**config.mk**
```make
export PLATFORM = sky130hd
export DESIGN_NAME = star_mem_arbiter
export DESIGN_NICKNAME = d
export VERILOG_FILES = /design/src/rtl/star_mem_arbiter.sv
export SDC_FILE = /design/constraint.sdc
export NUM_CORES = 1
export LEC_CHECK = 0
export ABC_CLOCK_PERIOD_IN_PS = 3000
export CAP_MARGIN = 10
export CORE_MARGIN = 3
export CORE_UTILIZATION = 31
export CTS_CLUSTER_DIAMETER = 100
export DETAILED_ROUTE_END_ITERATION = 8
export SYNTH_ARGS = -nofsm -noshare
export SYNTH_HDL_FRONTEND = slang
export SYNTH_SLANG_ARGS = --single-unit
```
**constraint.sdc**
```tcl
create_clock -name clk -period 3 [get_ports clk]
set_input_delay 0.9 -clock clk [delete_from_list [all_inputs] [get_ports clk]]
set_output_delay 0.9 -clock clk [all_outputs]
set_load 0.01 [all_outputs]
```
**src/rtl/star_mem_arbiter.sv**
```systemverilog
// Round-robin arbiter that shares one single-port data memory between two burst-read
// requesters and steers each returned byte back to the requester that owns the burst.
module star_mem_arbiter #(
    parameter int ADDR_W = 9,
    parameter int DATA_W = 8,
    parameter int LEN_W  = 4
) (
    input  logic              clk,
    input  logic              reset,

    input  logic              req0_valid,
    input  logic [ADDR_W-1:0] req0_base,
    input  logic [LEN_W-1:0]  req0_len_m1,
    output logic              req0_grant,
    output logic              req0_data_valid,
    output logic              req0_done,

    input  logic              req1_valid,
    input  logic [ADDR_W-1:0] req1_base,
    input  logic [LEN_W-1:0]  req1_len_m1,
    output logic              req1_grant,
    output logic              req1_data_valid,
    output logic              req1_done,

    output logic [DATA_W-1:0] rd_data,
    output logic              mem_req,
    output logic [ADDR_W-1:0] mem_addr,
    input  logic [DATA_W-1:0] mem_data,
    output logic              busy
);

    // Handshake: reqN_valid is held with stable base/len until the one-cycle reqN_grant,
    // which is only raised in IDLE; base/len are sampled on that edge and may change after.
    // A requester may drop valid before it is granted.

    typedef enum logic [1:0] {
        IDLE  = 2'd0,
        BURST = 2'd1,
        DRAIN = 2'd2
    } state_t;

    localparam logic [ADDR_W-1:0] ADDR_ONE = ADDR_W'(1);
    localparam logic [LEN_W-1:0]  LEN_ONE  = LEN_W'(1);

    state_t              state_q, state_d;
    logic                rr_ptr_q, rr_ptr_d;
    logic                owner_q, owner_d;
    logic [ADDR_W-1:0]   cur_addr_q, cur_addr_d;
    logic [LEN_W-1:0]    remaining_q, remaining_d;
    logic                rd_pipe_valid_q;
    logic                rd_pipe_owner_q;

    logic                winner;
    logic                any_valid;

    always_comb begin
        winner = 1'b0;
        if (req0_valid && req1_valid) begin
            winner = rr_ptr_q;
        end else if (req1_valid) begin
            winner = 1'b1;
        end
    end

    // Grants are suppressed while reset is held so nothing is sampled that reset discards.
    assign any_valid = (req0_valid || req1_valid) && !reset;

    always_comb begin
        state_d     = state_q;
        rr_ptr_d    = rr_ptr_q;
        owner_d     = owner_q;
        cur_addr_d  = cur_addr_q;
        remaining_d = remaining_q;
        req0_grant  = 1'b0;
        req1_grant  = 1'b0;
        mem_req     = 1'b0;

        case (state_q)
            IDLE: begin
                if (any_valid) begin
                    req0_grant  = !winner;
                    req1_grant  = winner;
                    owner_d     = winner;
                    cur_addr_d  = winner ? req1_base : req0_base;
                    remaining_d = winner ? req1_len_m1 : req0_len_m1;
                    state_d     = BURST;
                end
            end
            BURST: begin
                mem_req     = 1'b1;
                cur_addr_d  = cur_addr_q + ADDR_ONE;
                remaining_d = remaining_q - LEN_ONE;
                if (remaining_q == '0) begin
                    state_d = DRAIN;
                end
            end
            DRAIN: begin
                // The last byte is returning now; hand priority to the other requester.
                rr_ptr_d = ~owner_q;
                state_d  = IDLE;
            end
            default: begin
                state_d = IDLE;
            end
        endcase
    end

    always_ff @(posedge clk) begin
        if (reset) begin
            state_q         <= IDLE;
            rr_ptr_q        <= 1'b0;
            owner_q         <= 1'b0;
            cur_addr_q      <= '0;
            remaining_q     <= '0;
            rd_pipe_valid_q <= 1'b0;
            rd_pipe_owner_q <= 1'b0;
        end else begin
            state_q         <= state_d;
            rr_ptr_q        <= rr_ptr_d;
            owner_q         <= owner_d;
            cur_addr_q      <= cur_addr_d;
            remaining_q     <= remaining_d;
            rd_pipe_valid_q <= mem_req;
            rd_pipe_owner_q <= owner_q;
        end
    end

    assign mem_addr        = cur_addr_q;
    assign rd_data         = mem_data;
    assign busy            = (state_q != IDLE);
    assign req0_data_valid = rd_pipe_valid_q && !rd_pipe_owner_q;
    assign req1_data_valid = rd_pipe_valid_q && rd_pipe_owner_q;
    // The only byte returning while in DRAIN is the final one of the burst.
    assign req0_done       = req0_data_valid && (state_q == DRAIN);
    assign req1_done       = req1_data_valid && (state_q == DRAIN);

`ifndef SYNTHESIS
    always_ff @(posedge clk) begin
        if (!reset) begin
            assert (!(req0_grant && req1_grant))
                else $error("both grants asserted");
            assert (!(req0_data_valid && req1_data_valid))
                else $error("both data_valid asserted");
            assert (!(req0_done && req1_done))
                else $error("both done asserted");
            assert (!((req0_grant || req1_grant) && state_q != IDLE))
                else $error("grant outside IDLE");
        end
    end
`endif

endmodule

```
## Yosys cells after proc, flatten, opt, wreduce, memory -nomap -nowiden

Index checks and enable logic that the tools add are counted.

| word-level totals | value |
|---|---|
| register bits after elaboration | 19 |
| bits in latches | 0 |
| memory bits (writable) | 0 |
| bits in read-only memories | 0 |
| bits of input ports | 38 |
| output and inout port bits | 25 |
| logic and storage cells | 47 |
| memories kept | 0 |

| cells by class | value |
|---|---|
| add/sub/neg operators | 2 |
| $mul | 0 |
| divide/modulo/power cells | 0 |
| $lt $le $gt $ge | 0 |
| equality and inequality tests | 4 |
| shift operators | 0 |
| muxes and demuxes | 16 |
| bitwise gates (word level) | 1 |
| reduce and logical (&&, ||, !) cells | 17 |

Operator list:

| operator | count |
|---|---|
| $mux 9 | 2 |
| $pmux 9 s2 | 1 |
| $add 9x1->9 const B | 1 |
| $mux 4 | 2 |
| $pmux 4 s2 | 1 |
| $mux 1 | 7 |
| $logic_and 1x1->1 | 6 |
| $reduce_and 2->1 | 3 |
| $logic_not 4->1 | 1 |
| $mux 2 | 2 |
| $ne 2x2->1 const B | 2 |
| $pmux 2 s2 | 1 |
| $reduce_bool 2->1 | 2 |
| $sub 4x1->4 const B | 1 |
| $logic_not 1->1 | 3 |
| $eq 2x1->1 const B | 1 |
| $eq 2x2->1 const B | 1 |
| $logic_not 2->1 | 1 |
| $logic_or 1x1->1 | 1 |
| $not 1->1 | 1 |

## Longest topological paths before layout

| depth | value |
|---|---|
| word-level depth | 5 |
| gate-level depth with buffers | 7 |
| gate-level depth less buffers | 5 |

## Worst setup path after synthesis

OpenSTA, ideal clock, no wires.

| timing path | value |
|---|---|
| path type | input to output |
| start point | input port req0_valid |
| end point | output port req1_grant |
| arrival | 1.379 ns |
| required time | 2.100 ns |
| path slack | 0.721 ns |
| stages | 4 |
| buffers on the path | 1 |
| cell sequence | nand2b_1 buf_2 nand3_1 inv_2 |

| between the ends | value |
|---|---|
| longest elaborated chain between the ends | 4 |
| elaborated cells between the ends (all ways) | 6 |
| those cells by class | mux (3); reduce/logical (3) |

RTL lines:

| what | RTL line | source |
|---|---|---|
| start, declared | 11 | `input logic req0_valid,` |
| $logic_and 1x1->1 / $logic_or 1x1->1 (equally long branches) | 58, 66 |  |
| $mux 1 / $logic_and 1x1->1 (equally long branches) | 58, 66 |  |
| $mux 1 (*) | 80 | `if (any_valid) begin` |
| $mux 1 (*) | 78 | `case (state_q)` |
| end, declared | 21 | `output logic req1_grant,` |

Every way passes the cells marked *; elsewhere a longest branch is shown, timed or not.

## Worst setup path after layout

Ends and elaborated chain as after synthesis.

==> flow_summary_export.csv <==
group,metric,value,unit
run_status,status,"completed",
pwr,peakVddDrop,0.306,mV
sta,setup_tns,0,ps
global_route,track_usage,0.156,
synthesis,synth_cell_types,51,
synthesis,yosys.area_share.simple,0.285,
finish,drive_above_1_share,0.140,
route,drc,0,
pwr,cell_internal_pwr,0.000518,W
pwr,seq_power_share,0.425,
sta,layout_worst_path_cycle_share,0.957,
global_route,antenna_found_initial,0,
sta,skew,9.29,ps
synthesis,ys.warnings.count,0,
synthesis,syn_avg_cell_area,8.41,um2
pwr,power.density,421,nW/um2
route,drt_wl_total,3680,um
synthesis,yosysSeqAreaShare,0.308,
setup_path,path_delay_family,"buffers and inverters",
global_route,grt_overflow_total,0,
setup_path,arrival,1970,ps
route,wl_per_cell,15.3,um
finish,post-route-util,0.475,
synthesis,synth_top_family_by_area,"simple AND/OR/NAND/NOR gates",
setup_path,crit_type,"in -> out",
placed_design,portBuffers,46,
pwr,power_frac_clock,0.235,
cts,cts.sinks,19,
sta,hold_viol_final,0,
synthesis,synth_compound_area_frac,0.253,
setup_path,cp-start-kind,"input port",
synthesis,syn_nets,187,
cts,insertion_delay,250,ps
cts,clk_transition_reported_paths,60,ps
route,vias_per_cell,5.27,
run,maxCapViolations,0,
setup_path,crit_fanout,3,
finish,area_growth,43.9,%
placed_design,post-place-ws,-240,ps
cts,htreeDepth,1,
hold_path,hold_path.class,"reg -> reg",
global_route,met2_usage,0.260,
pwr,p_leak,0.700,nW
setup_path,cp_slowest_cell,"clkdlybuf4s50_1",
setup_path,critPathBufInv,3,
setup_path,critPathCaptureType,"primary output",
finish,num-nets-final,234,
global_route,grt_pass1_wl,6180,um
synthesis,synth_mux_area_frac,0.0172,
pwr,p_comb_frac,0.340,
sta,final.min_clock_period,2870,ps
sta,slew_viol_final,0,
floorplanning,rows,22,
synthesis,ys_seq_elements,19,
route,num_vias,1269,
route,ant_nets,0,
floorplanning,start_util,0.330,
global_route,grt_max_degree,24,
sta,setup_slack,128,ps
floorplanning,die_x,69.2,um
sta,rsz0062_at_grt,"no",
synthesis,synth_xor_area_frac,0.00709,
floorplanning,io_pins,63,
setup_path,crit_path_cell_trace,"clkdlybuf4s50_1, nand2b_1, nand3_1, inv_2, dlygate4sd2_1",
cts,cts_buffers,3,
synthesis,syn_inst,147,
finish,fillers,388,
pwr,p_switching,0.000231,W
cts,cts-root-buf,"clkbuf_8",
setup_path,required,2100,ps
sta,max_freq,0.348,GHz
cts,cts_tree,"built",
floorplanning,die_h,69.2,um
global_route,grt_busiest_layer,"met2",
synthesis,synth_fa_ha_area_frac,0.0202,
cts,clockBufferDepth,2,
global_route,first_global_vias,1270,
finish,num_antenna_cells,0,
pwr,switching_share,0.308,
global_route,grt_use_met3,0.0306,
floorplanning,core,3740,um2
route,dr.pass1.iters,4,
sta,tightest_slew,453,ps
setup_path,slowest_delay,530,ps
route,drt_iter0_markers,67,
pwr,total_power,0.000748,W
floorplanning,die-area,4780,um2
sta,slew_headroom,0.698,
synthesis,synth_area,1240,um2
placed_design,gp_congestion,0.795,
sta,hold_ws,476,ps
placed_design,hpwl,2780,um
global_route,use_met1,0.204,
sta,setup_violations,0,
==> stage by stage <==
stage / area, um2 / instances
finish: 1780 / 241
floorplan: 1240 / 147
global placement: 1710 / 235
detailed placement: 1710 / 235
global route: 1780 / 241
CTS: 1780 / 241
==> layer usage <==
layer  wire, um  vias up
li1           -      636
met1       1610      585
met2       1780       40
met3        230        8
met4         59        0
met5          0        -
==> state kept, by name, indices dropped and copies added (netlist names) <==
signal           count
mem_addr             9
owner_q              1
rd_pipe_owner_q      1
rd_pipe_valid_q      1
remaining_q          4
rr_ptr_q             1
state_q              2
==> power groups by stage <==
stage	Clock, W	Combinational [W]	Sequential, W
final	0.000176	0.000255	0.000318
after global routing	0.000192	0.000281	0.000322
after CTS	0.000183	0.000255	0.000317
after detailed placement	0	0.000250	0.000323
after global placement	0	0.000248	0.000321
after floorplan	0	0.000147	0.000319
==> worst reg2reg max path, stage by stage (launching register included) <==
cell and delay (ps):
dfxtp_1 530, nand2b_4 280, o31a_1 450, a22oi_1 160
a21oi_1 150
==> synth_stat cells (all sizes together) <==
master	n	area (um2)
and3	10	62.6
xnor2	1	8.76
a2111oi	1	15.0
o31ai	2	20.0
o21a	1	7.51
mux2	1	11.3
a21o	1	7.51
a21oi	10	50.1
o32ai	1	8.76
nor4	3	18.8
o221ai	1	8.76
o211ai	1	7.51
inv	6	22.5
buf	14	109
a221oi	1	8.76
nand4bb	1	11.3
or3	1	6.26
nor3b	3	22.5
dfxtp	19	380
nor2	9	33.8
clkbuf	1	3.75
a22oi	3	22.5
nor3	5	41.3
or2	2	15.0
o21ai	6	30.0
nand4	2	12.5
nand3	5	25.0
o41ai	1	16.3
and4b	1	10.0
mux2i	1	10.0
a21boi	4	30.0
and2	1	6.26
o31a	1	8.76
nor2b	2	12.5
nand3b	1	7.51
nand2b	4	32.5
o22ai	2	12.5
nand2	7	26.3
ha	2	25.0
and4	1	8.76
a31oi	1	6.26
a211oi	7	52.6
==> cell usage in the layout (no fill, tap or decap), types with 4 or more instances in the layout <==
master and instances:
nand3_1 4, buf_4 11, a21oi_1 10, o21ai_0 5, clkdlybuf4s50_1 43, a211oi_1 7
a21boi_0 4, nor2_1 9, nand2_1 7, and3_1 10, dfxtp_1 19
==> final timing paths <==
kind                    end  cells past startpoint  slack (ps)           start
max reg2reg     mem_addr[2]                      4        1370      state_q[1]
min          remaining_q[1]                      2         480  remaining_q[1]
max              req1_grant                      5         130      req0_valid
min reg2reg  remaining_q[1]                      2         480  remaining_q[1]
==> layout make-up <==
class	count	area, um2	area share
Inverter	6	22.5	0.0127
Tap cell	48	60.1	0.0338
Multi-Input combinational cell	107	726	0.408
Clock buffer	4	45.0	0.0253
Timing Repair Buffer	57	546	0.307
Sequential cell	19	380	0.214
==> what timing repair did <==
action                     in CTS  in global routing
setup endpoints to repair       2                  1
buffers inserted                2                  0
resized for setup               6                  1
pin swaps                       2                  1
hold buffers                    0                  0
==> cell families after synthesis <==
family | count (synthesis)
AO/OA/AOI/OAI | 44
XOR/XNOR | 1
adder cells (fa/ha/maj) | 2
buffers and inverters | 21
flip-flops | 19
multiplexers | 2
AND/OR/NAND/NOR | 58
Power figures use the tool's default switching activity.
